`src/rtl/ihp_bram_pkg.sv`:
```
// Shared constants, FSM encoding and the masked-merge helper for the
// 1024x16 dual-port SRAM responder model.
package ihp_bram_pkg;

    localparam int BRAM_ADDR_W = 10;
    localparam int BRAM_DATA_W = 16;
    localparam int BRAM_WORDS  = 1024;

    typedef enum logic {
        CLEAR = 1'b0,
        READY = 1'b1
    } bram_state_t;

    // Bits with bm = 1 take new_word, all others keep old_word.
    function automatic logic [BRAM_DATA_W-1:0] masked_merge(
        input logic [BRAM_DATA_W-1:0] old_word,
        input logic [BRAM_DATA_W-1:0] new_word,
        input logic [BRAM_DATA_W-1:0] bm
    );
        return (old_word & ~bm) | (new_word & bm);
    endfunction

endpackage

```
`src/rtl/ihp_bram_port.sv`:
```
// One SRAM port: enable decode, masked write data and registered read data.
module ihp_bram_port
    import ihp_bram_pkg::*;
#(
    parameter int DATA_WIDTH = BRAM_DATA_W
) (
    input  logic                  clk,
    input  logic                  reset,
    input  logic                  ready,
    input  logic                  men,
    input  logic                  wen,
    input  logic                  ren,
    input  logic [DATA_WIDTH-1:0] din,
    input  logic [DATA_WIDTH-1:0] bm,
    input  logic [DATA_WIDTH-1:0] rdata,
    output logic                  wr_en,
    output logic                  rd_en,
    output logic [DATA_WIDTH-1:0] wr_data,
    output logic [DATA_WIDTH-1:0] dout
);

    assign wr_en   = ready & men & wen;
    assign rd_en   = ready & men & ren;
    assign wr_data = masked_merge(rdata, din, bm);

    // rdata is the pre-write word, which gives read-first behaviour.
    always_ff @(posedge clk) begin
        if (reset) begin
            dout <= '0;
        end else if (rd_en) begin
            dout <= rdata;
        end
    end

endmodule

```
`config.mk`:
```
export PLATFORM = sky130hd
export DESIGN_NAME = ihp_bram_port
export DESIGN_NICKNAME = d
export VERILOG_FILES = /design/src/rtl/ihp_bram_pkg.sv /design/src/rtl/ihp_bram_port.sv
export SDC_FILE = /design/constraint.sdc
export NUM_CORES = 1
export LEC_CHECK = 0
export ABC_AREA = 0
export BUFFER_PORTS_ARGS = -buffer_cell sky130_fd_sc_hd__buf_2
export CAP_MARGIN = 20
export CORE_AREA = 2 2 53 55
export DETAILED_ROUTE_END_ITERATION = 16
export DIE_AREA = 0 0 55 57
export GPL_TIMING_DRIVEN = 1
export PLACE_DENSITY = 0.78
export SYNTH_ARGS = -nofsm -noshare
export SYNTH_HDL_FRONTEND = slang
export SYNTH_SLANG_ARGS = --single-unit
export TNS_END_PERCENT = 5
```
`constraint.sdc`:
```
create_clock -name clk -period 2.15 [get_ports clk]
set_clock_uncertainty 0.1 [all_clocks]
set_input_delay 0.215 -clock clk [delete_from_list [all_inputs] [get_ports clk]]
set_output_delay 0.215 -clock clk [all_outputs]
set_load 0.02 [all_outputs]
```
-- Yosys cells after proc, flatten, opt, wreduce, memory -nomap -nowiden
Index checks and enable logic that the tools add are counted.
- bits in registers: 16
- input bits: 54
- logic and storage cells: 8
- bitwise gates (word level): 7
- operators by type and width (operator ; number):
    16-bit AND ; 2
    16-bit NOT ; 1
    16-bit bitwise OR ; 1
    1-bit AND ; 3

-- Depth between registers and ports, before layout
Gate-level depths: netlist of the first run.
- word-level depth: 3
- gate-level depth with buffers: 4
- mapped depth without buffers: 2

-- Least setup slack after synthesis of the first run
No wires, ideal clock.
- kind: input to register
- from: input ren
- to: register dout[0]
- arrival time: 0.823 ns
- setup slack: 1.156 ns
- cell stages on the path: 4
- path through: and3_1 > buf_6 > buf_12 > mux2i_1
- word-level cells in the longest chain between the ends: 1
- ends and longest elaborated chain (what ; RTL line ; RTL):
    start: declaration ; ihp_bram_port.sv:12 ; input logic ren,
    1-bit AND ; ihp_bram_port.sv:23 ; assign rd_en = ready & men & ren;
    net rd_en ; ihp_bram_port.sv:17 ; output logic rd_en,
    end signal: assignment ; ihp_bram_port.sv:31 ; dout <= rdata;
    end: declaration ; ihp_bram_port.sv:19 ; output logic [DATA_WIDTH-1:0] dout
The timed path passes the listed nets, and every way through them passes these cells.
A chain may end at the register's enable or synchronous reset.

-- Worst setup path after layout of the first run
- from: input ready
- to: output rd_en
- word-level cells in the longest chain between the ends: 2
- ends and longest elaborated chain (what ; RTL line ; RTL):
    start: declaration ; ihp_bram_port.sv:9 ; input logic ready,
    1-bit AND (2 in a row) ; ihp_bram_port.sv:23 ;
    end: declaration ; ihp_bram_port.sv:17 ;
No other way between the ends.

==> metrics.md, run 1 <==
| Metric | Value |
|---|---|
| Root Driver | clkbuf_4 |
| CP arrival | about 0.98 ns |
| Post-Route Utilization | 0.532 |
| Starting Density | 0.350 |
| Die area | approximately 3100 um2 |
| Sequential fraction of the synthesis area | 0.350 |
| Placed cells | 201 |
| Maximum VDD drop | roughly 0.30 mV |
| Total gr overflow | 0 |
| Antenna Violating Nets Remaining | 0 |
| Seq. cell area | approximately 320 um2 |
| Area delta synth->final | 51.9% |
| Slew headroom | 0.702 |
| Worst-path fanout max | 8 |
| Chip Width | approximately 55 um |
| Top flop regs | dout: 16 flops |
| Syn Nets | between 100 and 150 |
| I/O pins | between 80 and 90 |
| Required @ worst endpoint | 1.84 ns |
| Gpl congestion | 0.671 |
| Reg with most FFs | dout |
| Worst-Skew Late Latency | ~0.28 ns |
| Ys Warns | 0 |
| Cell family with the largest share of critical-path delay | simple AND/OR/NAND/NOR gates |
| Leak pwr | around 0.0007 uW |
| Final setup violation count | 0 |
| Hold path startpoint | rdata[9] |
| Worst Setup Path Type | in2out |
| Syn Inst Count | 87 |
| Antenna Cells | 0 |
| Final worst-path cycle share | 0.603 |
| # resized after CTS | 0 |
| Crit. path cell count | 3 |
| First-pass GRT wire length | roughly 3200 um |
| Fraction of layout cells with a size suffix above 1 | 0.621 |
| Worst hold margin | around 0.086 ns |
| Wirelength per Cell | about 11 um |
| Hold Vio Cnt, Final | 0 |
| Largest register FFs | 16 |
| GR Util All Layers | 0.138 |
| Clock sinks | 16 |
| Die Ht | 57 um |
| Setup bufs post-CTS | 0 |
| # H-tree levels | 1 |
| Fmax | 771 MHz |
| R2R depth | 2 |
| Setup TNS | 0 ns |
| Outcome | complete, no violations |
| Routed WL | about 2200 um |
| Final Slew Violations | 0 |
| Core Rows | 19 |
| CTS tree | done |
| Worst-path clk slew | around 0.10 ns |
| R2r startpoint | dout[10] |
| Setup crit end kind | output pin |
| Core area | about 2600 um2 |
| Number of CTS-inserted buffers | 3 |
| Pre-CTS setup slack | ~0.7 ns |
| Syn Std Cell Area | just over 900 um2 |
| Clock buffer depth | 2 |
| Buf+Inv Stages, Crit Path | 2 |
| Yosys reg bits | 16 |
| Hold path endpoint | dout[9] |
| # DRC | 0 |
| Area of the multi-input gates | 553 um2 |
| Hold Buf Count CTS | 0 |
| PwrDens | roughly 510 nW/um2 |
| Critical path's largest stage delay | roughly 0.43 ns |
| Critical Path Start Type | primary input |
| DRT iter0 DRCs | 5 |
| R2r setup slk | around 1.5 ns |
| Dpl hpwl | 1840 um |
| Least-Margin Pin Slew | between 0.4 and 0.5 ns |
| Filler cell count | between 200 and 300 |
| Fin crit period | 1.30 ns |
| Port Buffers | between 80 and 90 |
| Hold Crit Depth | 3 |
| Avg Cell Area, Syn | between 10 and 15 um2 |
| Via count | 939 |
| MaxCap Viol Count | 0 |
| HP Class | in2reg |
| Vias in the first global route | 866 |
| Worst-path cell chain | buf_2 -> and3_1 -> buf_2 |
| Post-route insts no fill | a little over 200 |
| RR Endpoint | dout[10] |
| Cell repeated most along the worst path | buf_2 |
| Largest net degree at the start of global routing | 33 |
| Final WS setup | 0.853 ns |
| RSZ-0062 raised after global routing | no |
| Antenna violations before repair | 0 |
| Synth cell types | 8 |
| Nets | roughly 230 |
| Vias/cell | between 4 and 5 |
| Pre-Repair DR Iteration Count | 2 |
| Slowest cell on the critical path | and3_1 |
## synthesized netlist by cell type (all sizes together)
cell type,count,area [um2]
dfxtp,16,320
mux2i,16,160
and3,2,12.5
mux2,16,180
nand2b,32,200
buf,2,31.3
clkbuf,3,11.3
## tightest hold or removal path, stage by stage
cell	delay (ns)
buf_2	0.10
nand2b_1	0.06
mux2i_1	0.06
## kinds of logic (layout without fill, tap and decap cells)
| kind of cell | after synthesis | count (layout) | share of synthesized area |
|---|---|---|---|
| DFF | 16 | 16 | 0.350 |
| buffers and inverters | 5 | 92 | 0.0464 |
| and+or+nand+nor | 34 | 34 | 0.232 |
| muxes | 32 | 32 | 0.372 |
## area by class of cell
cell class / instances / share of cell area
multi-input combinational: 66 / 0.397
timing repair buffer: 88 / 0.318
sequential: 16 / 0.230
clock buffer: 4 / 0.0261
tap: 31 / 0.0279
## where the power goes
| group | internal (uW) | switching, uW | total, uW |
|---|---|---|---|
| clock network | 103 | 95.4 | 198 |
| logic | 100 | 97.1 | 197 |
| registers | 307 | 5.21 | 312 |
| total | 510 | 198 | 708 |
## worst max-delay path by stage
| stage | startpoint | endpoint |
|---|---|---|
| detailed placement | ready | dout[10] |
| global route | ready | rd_en |
| CTS | ready | rd_en |
| floorplan | ren | dout[0] |
| global placement | ready | dout[1] |
| finish | ready | rd_en |
## routing by layer
layer  global-route usage  share of wire  vias up
met2                0.250           0.53       49
met5                    0              0        -
met4               0.0627         0.0068        0
li1                     -              -      466
met1                0.143           0.35      422
met3               0.0314           0.11        2
## layout by cell type (no fill, tap or decap), drive strengths merged
cell	Yosys	routed
nand2b	32	32
clkbuf	3	4
mux2i	16	16
dfxtp	16	16
mux2	16	16
buf	2	88
and3	2	2
## per-stage QoR
step                power, uW  cell area [um2]
CTS                       720             1390
finish                    708             1390
global route              744             1390
detailed placement        518             1360
floorplan                 434              916
global placement          513             1360
(Power assumes the default switching activity.)
==> run 2, diff against run 1 <==
- ABC_AREA: 0 -> 1
- CORE_AREA: 2 2 53 55 -> 2 2 54 56
- DIE_AREA: 0 0 55 57 -> 0 0 56 58
- PLACE_DENSITY: 0.78 -> 0.75
- clock period: 2.15 -> 1.3 ns (I/O delays scaled with it)
==> run 2 against run 1 <==
Critical path type unchanged. Die area increased by 3.6%. Sequential cell count unchanged. Cell count grew 40%.
==> metrics.md, run 2 <==
| Metric | Value |
|---|---|
| Fin crit period | ~1.0 ns |
| Buf+Inv Stages, Crit Path | 3 (was 2) |
| Most frequent cell after synthesis | nand2_1 (was nand2b_1) |
| Vias in the first global route | 972 (was 866) |
| Largest register FFs | 16 (unchanged) |
| HP Class | in2reg (unchanged) |
| Gpl congestion | 0.747 (was 0.671) |
| Setup crit end kind | output pin (unchanged) |
| Largest cells by area after synthesis | dfxtp_1 (36%), nand2_1 (20%), inv_1 (14%) (was dfxtp_1 (35%), nand2b_1 (22%), mux2_2 (20%)) |
| Required @ worst endpoint | 1.07 ns (was 1.84 ns) |
| Final Slew Violations | 0 (unchanged) |
| Final WS setup | 0.264 ns (was 0.853 ns) |
| Maximum VDD drop | 0.436 mV (was 0.305 mV) |
| Number of CTS-inserted buffers | 3 (unchanged) |
| Pre-Repair DR Iteration Count | 4 (was 2) |
| Antenna violations before repair | 0 (unchanged) |
| Dominant cell type by area after synthesis | dfxtp_1 (unchanged) |
| Slew headroom | 0.676 (was 0.702) |
| R2r setup slk | 0.55 ns (was 1.45 ns) |
| Worst-path clk slew | 0.10 ns (about the same) |
| CTS tree | done (unchanged) |
| Syn Std Cell Area | 885 um2 (was 916 um2) |
| Total Power | 1230 uW (was 708 uW) |
| Core Rows | 19 (unchanged) |
| Critical Path Start Type | primary input (unchanged) |
| Ys Warns | 0 (unchanged) |
| CP arrival | 0.81 ns (was 0.98 ns) |
| Root Driver | clkbuf_4 (unchanged) |
| Synth cell types | 9 (was 8) |
| Avg Cell Area, Syn | 5.82 um2 (was 10.5 um2) |
| Worst Setup Path Type | in2out (unchanged) |
| First-pass GRT wire length | 3800 um (was 3190 um) |
| Yosys reg bits | 16 (unchanged) |
| Post-synth EDFFs | 0 (unchanged) |
| Top flop regs | dout: 16 flops (unchanged) |
| Syn Inst Count | 152 (was 87) |
| Die Ht | 58 um (was 57 um) |
| Post-route insts no fill | 286 (was 205) |
| Final setup violation count | 0 (unchanged) |
| Fraction of layout cells with a size suffix above 1 | 0.361 (was 0.621) |
| Area delta synth->final | 72.1% (was 51.9%) |
| Die area | 3250 um2 (was 3140 um2) |
| Vias/cell | 4.05 (was 4.58) |
| # resized after CTS | 0 (unchanged) |
| Worst-Skew Late Latency | 0.28 ns (about the same) |
| I/O pins | 88 (unchanged) |
| Final worst-path cycle share | 0.797 |
| Syn Nets | 206 (was 141) |
| Placed cells | 266 (was 201) |
| Pre-CTS setup slack | 0.253 ns (was 0.713 ns) |
| PwrDens | 809 nW/um2 (was 509 nW/um2) |
| Setup TNS | 0 ns (unchanged) |
| Core area | 2660 um2 (was 2620 um2) |
| # DRC | 0 (unchanged) |
| MaxCap Viol Count | 0 (unchanged) |
| Routed WL | 2350 um (was 2190 um) |
| RSZ-0062 raised after global routing | no (unchanged) |
| Fmax | ~970 MHz |
| RR Endpoint | dout[4] (was dout[10]) |
| Port Buffers | 87 (unchanged) |
| Hold Vio Cnt, Final | 0 (unchanged) |
| Sequential fraction of the synthesis area | 0.362 (was 0.350) |
| Clock buffer depth | 2 (unchanged) |
| Most common cell after layout, fill and taps aside | buf_2 (unchanged) |
| Total gr overflow | 0 (unchanged) |
| Worst-path fanout max | 33 (was 8) |
| Chip Width | 56 um (was 55 um) |
| Reg with most FFs | dout (unchanged) |
| GR Util All Layers | 0.143 (was 0.138) |
| Starting Density | 0.332 (was 0.350) |
| Critical path's largest stage delay | 0.28 ns (was 0.43 ns) |
| Clock sinks | 16 (unchanged) |
| Worst-path cell chain | buf_2 -> nand3_4 -> inv_1 -> buf_2 (was buf_2 -> and3_1 -> buf_2) |
| Via count | 1159 (was 939) |
| Wirelength per Cell | 8.22 um (was 10.7 um) |
| Slowest cell on the critical path | nand3_4 (was and3_1) |
| R2R depth | 4 (was 2) |
| Antenna Cells | 0 (unchanged) |
| Hold Crit Depth | 4 (was 3) |
| Post-Route Utilization | 0.572 (was 0.532) |
| Top cell type's share of synthesized area | 0.362 (was 0.350) |
| Top_reg_cell synth | dfxtp_1 (unchanged) |
| Commonest non-fill, non-tap cells in the layout | buf_2 (87), nand2_1 (48), inv_1 (34), nor2_1 (32) (was buf_2 (87), nand2b_1 (32), mux2_2 (16), mux2i_1 (16), dfxtp_1 (16)) |
| Largest net degree at the start of global routing | 34 (was 33) |
| Leak pwr | 0.000983 uW (was 0.000705 uW) |
| Dpl hpwl | 1780 um (was 1840 um) |
| Hold path startpoint | reset (was rdata[9]) |
| Cell repeated most along the worst path | buf_2 (unchanged) |
| Hold path endpoint | dout[8] (was dout[9]) |
| Least-Margin Pin Slew | 0.486 ns (was 0.448 ns) |
| Worst setup path start | ready (unchanged) |
| Top post-synthesis cells by count | nand2_1 (48), inv_1 (34), nor2_1 (32) (was nand2b_1 (32), dfxtp_1 (16), mux2_2 (16), mux2i_1 (16), clkbuf_1 (3)) |
| Ys async rst share | 0 (unchanged) |
| DRT iter0 DRCs | 12 (was 5) |
| R2r startpoint | dout[4] (was dout[10]) |
| Cell family with the largest share of critical-path delay | buffers and inverters (was simple AND/OR/NAND/NOR gates) |
| Outcome | complete, no violations (unchanged) |
| # H-tree levels | 1 (unchanged) |
| Nets | 310 (was 229) |
| Antenna Violating Nets Remaining | 0 (unchanged) |
==> run 2: per-layer routing <==
metal,wire length (um),GRT usage
met1,951,0.156
met2,1210,0.274
met3,163,0.0201
met4,27,0.0612
met5,0,0
==> run 2: power breakdown <==
group | internal, uW | switching [uW] | total (uW)
logic | 172 | 210 | 381
registers | 516 | 11.1 | 527
clock network | 170 | 154 | 324
==> run 2: logic make-up (layout without fill, tap and decap cells) <==
logic type	after synthesis	in the layout	synth area share
compound gates	16	16	0.0905
flops	16	16	0.362
simple gates	82	82	0.366
buf+inv	38	141	0.181
==> run 2: cell type report <==
class / count / area (um2)
fill: 275 / 1140
clock buffer: 4 / 36.3
tap: 31 / 38.8
sequential: 16 / 320
multi-input combinational: 98 / 404
timing repair buffer: 103 / 596
inverter: 34 / 128
==> run 2: worst max path at each step <==
stage                             to  slack, ns  cells past startpoint
after CTS                      rd_en       0.25                      4
final                          rd_en       0.26                      4
after floorplan           wr_data[0]       0.44                      2
after detailed placement       rd_en       0.25                      4
after global routing           rd_en       0.20                      4
after global placement         rd_en       0.27                      4
==> run 2: tightest hold or removal path, cell delays in order <==
cell,delay (ns)
buf_2,0.07
inv_1,0.20
nand2_1,0.14
nor2_1,0.03
==> run 2: per-stage QoR <==
| step | hold WS, ns | instance area [um2] |
|---|---|---|
| 2_1_floorplan | 0.165 | 885 |
| 3_3_place_gp | 0.271 | 1330 |
| 3_5_place_dp | 0.275 | 1330 |
| 4_1_cts | 0.225 | 1520 |
| 5_1_grt | 0.256 | 1520 |
| 6_report | 0.229 | 1520 |
==> run 2: repair_timing <==
action | 4_1_cts | 5_1_grt
hold buffers | 16 | 0
hold endpoints to repair | 16 | 0
setup endpoints to repair | 0 | 0
buffers inserted | 0 | 0
==> run 3, diff against run 2 <==
- ABC_AREA: 1 -> 0
- CORE_AREA: 2 2 54 56 -> 2 2 57 59
- DIE_AREA: 0 0 56 58 -> 0 0 59 61
- PLACE_DENSITY: 0.75 -> 0.72
- clock period: 1.3 -> 0.9 ns (I/O delays scaled with it)
==> run 3 against run 2 <==
The run now ends with negative setup slack left. Hold slack gained 0.031 ns. Die area grew 11%. Worst setup slack lost 0.30 ns. Routed wire length grew 2.2%. Sequential power grew 43%. Critical path type is now reg2out.
==> metrics.md, run 3 (synthesized netlist as in run 1, its figures left out) <==
| Metric | Value |
|---|---|
| Final Slew Violations | 0 (unchanged) |
| Worst hold margin | 0.260 ns (was 0.229 ns) |
| Core Rows | 20 (was 19) |
| Vias/cell | 4.43 (was 4.05) |
| Commonest non-fill, non-tap cells in the layout | buf_2 (70), nand2b_1 (32), buf_6 (17) (was buf_2 (87), nand2_1 (48), inv_1 (34), nor2_1 (32)) |
| Post-route insts no fill | 225 (was 286) |
| CTS tree | done (unchanged) |
| Total gr overflow | 0 (unchanged) |
| Core area | 2950 um2 (was 2660 um2) |
| PwrDens | 1050 nW/um2 (was 809 nW/um2) |
| Placed cells | 203 (was 266) |
| Post-DP Area | 1370 um2 (was 1330 um2) |
| Pre-Repair DR Iteration Count | 4 (unchanged) |
| Worst-Skew Late Latency | 0.28 ns (about the same) |
| Fmax | roughly 1100 MHz |
| Number of CTS-inserted buffers | 3 (unchanged) |
| GR Util All Layers | 0.135 (was 0.143) |
| CP arrival | 0.75 ns (was 0.81 ns) |
| Clock buffer depth | 2 (unchanged) |
| GR Util met3 | 0.0597 (was 0.0201) |
| MaxCap Viol Count | 0 (unchanged) |
| Worst-path cell chain | buf_6 (was buf_2 -> nand3_4 -> inv_1 -> buf_2) |
| Least-Margin Pin Slew | 0.369 ns (was 0.486 ns) |
| Routed WL | 2400 um (was 2350 um) |
| Setup crit end kind | output pin (unchanged) |
| HP Class | in2reg (unchanged) |
| Critical path's largest stage delay | 0.35 ns (was 0.28 ns) |
| Pre-CTS setup slack | -0.0334 ns (was 0.253 ns) |
| Antenna violations before repair | 0 (unchanged) |
| Largest register FFs | 16 (unchanged) |
| DRT iter0 DRCs | 6 (was 12) |
| Total Power | 1790 uW (was 1230 uW) |
| Most common cell after layout, fill and taps aside | buf_2 (unchanged) |
| Clock sinks | 16 (unchanged) |
| Nets | 247 (was 310) |
| Top flop regs | dout: 16 flops (unchanged) |
| Failing checks | negative setup slack |
| Port Buffers | 87 (unchanged) |
| Area delta synth->final | 86.5% (was 72.1%) |
| RSZ-0062 raised after global routing | yes (was no) |
| Antenna Violating Nets Remaining | 0 (unchanged) |
| Worst Setup Path Type | reg2out (was in2out) |
| First-pass GRT wire length | 3630 um (was 3800 um) |
| Fraction of layout cells with a size suffix above 1 | 0.656 (was 0.361) |
| Root Driver | clkbuf_4 (unchanged) |
| Hold Vio Cnt, Final | 0 (unchanged) |
| Antenna Cells | 0 (unchanged) |
| Die area | 3600 um2 (was 3250 um2) |
| Worst-path clk slew | 0.09 ns (was 0.10 ns) |
| Maximum VDD drop | 0.609 mV (was 0.436 mV) |
| Critical Path Start Type | flip-flop (was primary input) |
| I/O pins | 88 (unchanged) |
| Required @ worst endpoint | 0.71 ns (was 1.07 ns) |
| # H-tree levels | 1 (unchanged) |
| Vias in the first global route | 909 (was 972) |
| Final WS setup | -0.0398 ns (was 0.264 ns) |
| Fin crit period | between 0.9 and 1 ns |
| Dpl hpwl | 1730 um (was 1780 um) |
| Slowest cell on the critical path | dfxtp_2 (was nand3_4) |
| Via count | 996 (was 1159) |
| Cell family with the largest share of critical-path delay | flip-flops (was buffers and inverters) |
| Final non-filler cell area | 1710 um2 (was 1520 um2) |
| Buf+Inv Stages, Crit Path | 1 (was 3) |
| # DRC | 0 (unchanged) |
| Outcome | complete, but fails checks (was complete, no violations) |
| Chip Width | 59 um (was 56 um) |
| Grt peak-use layer | met2 (unchanged) |
| Die Ht | 61 um (was 58 um) |
| Leak pwr | 0.000805 uW (was 0.000983 uW) |
| Reg with most FFs | dout (unchanged) |
| Final setup violation count | 16 (was 0) |
| Slew headroom | 0.754 (was 0.676) |
| Wirelength per Cell | 10.7 um (was 8.22 um) |
| Worst-path fanout max | 2 (was 33) |
| Gpl congestion | 0.643 (was 0.747) |
| Final worst-path cycle share | 1.04 |
| Largest net degree at the start of global routing | 33 (was 34) |
| Starting Density | 0.310 (was 0.332) |
| Met2 Usage GRT | 0.273 (was 0.274) |
| Met1 Resource Use GR | 0.121 (was 0.156) |
## run 3: changes by cell type in the layout (fill, tap and decap cells not counted), sizes merged, moves of 3 or more
| cell | before | now |
|---|---|---|
| buf | 87 | 90 |
| o21ai | 16 | 0 |
| mux2i | 0 | 16 |
| mux2 | 0 | 16 |
| nand2 | 48 | 0 |
| nand2b | 0 | 32 |
| inv | 34 | 0 |
| nor2 | 32 | 0 |
## run 3: final cells by class
cell class                 instances  area (um2)
sequential                        16         340
multi-input combinational         66         553
clock buffer                       4        36.3
timing repair buffer             106         737
fill                             274        1240
tap                               33        41.3
## run 3: repair_timing
| item | 4_1_cts | 5_1_grt |
|---|---|---|
| cloned | 0 | 0 |
| resized for setup | 50 | 0 |
| setup endpoints to repair | 17 | 16 |
| buffers inserted | 1 | 1 |
| hold endpoints to repair | 16 | 0 |
| hold buffers | 16 | 0 |
## run 3: metrics by stage
stage,utilization,setup TNS [ns]
2_1_floorplan,-,0
3_3_place_gp,0.464,-0.0239
3_5_place_dp,0.464,-0.257
4_1_cts,0.576,-0.733
5_1_grt,0.578,-1.08
6_report,0.578,-0.460
## run 3: layer usage
| metal | wire (um) | up-vias | part of all wire |
|---|---|---|---|
| met5 | 0 | - | 0 |
| met4 | 19 | 0 | 0.0079 |
| met3 | 227 | 2 | 0.095 |
| met2 | 1280 | 52 | 0.53 |
| met1 | 870 | 439 | 0.36 |
| li1 | - | 503 | - |
## run 3: worst paths after layout
path                                from  endpoint  slack [ns]  cells past startpoint
worst max-delay path            dout[10]  dout[10]       -0.04                      1
worst min-delay path               reset  dout[15]        0.26                      3
worst min register to register   dout[5]   dout[5]        0.38                      2
worst max register to register   dout[7]   dout[7]        0.13                      3
## run 3: report_power, final
part           internal, uW  switching, uW
clock network           246            220
registers               737           17.3
logic                   323            247
## run 3: tightest hold or removal path: cells and delay by family
family | cells | cell delay (ns)
muxes | 1 | 0.10
and+or+nand+nor | 1 | 0.19
buffers and inverters | 1 | 0.22
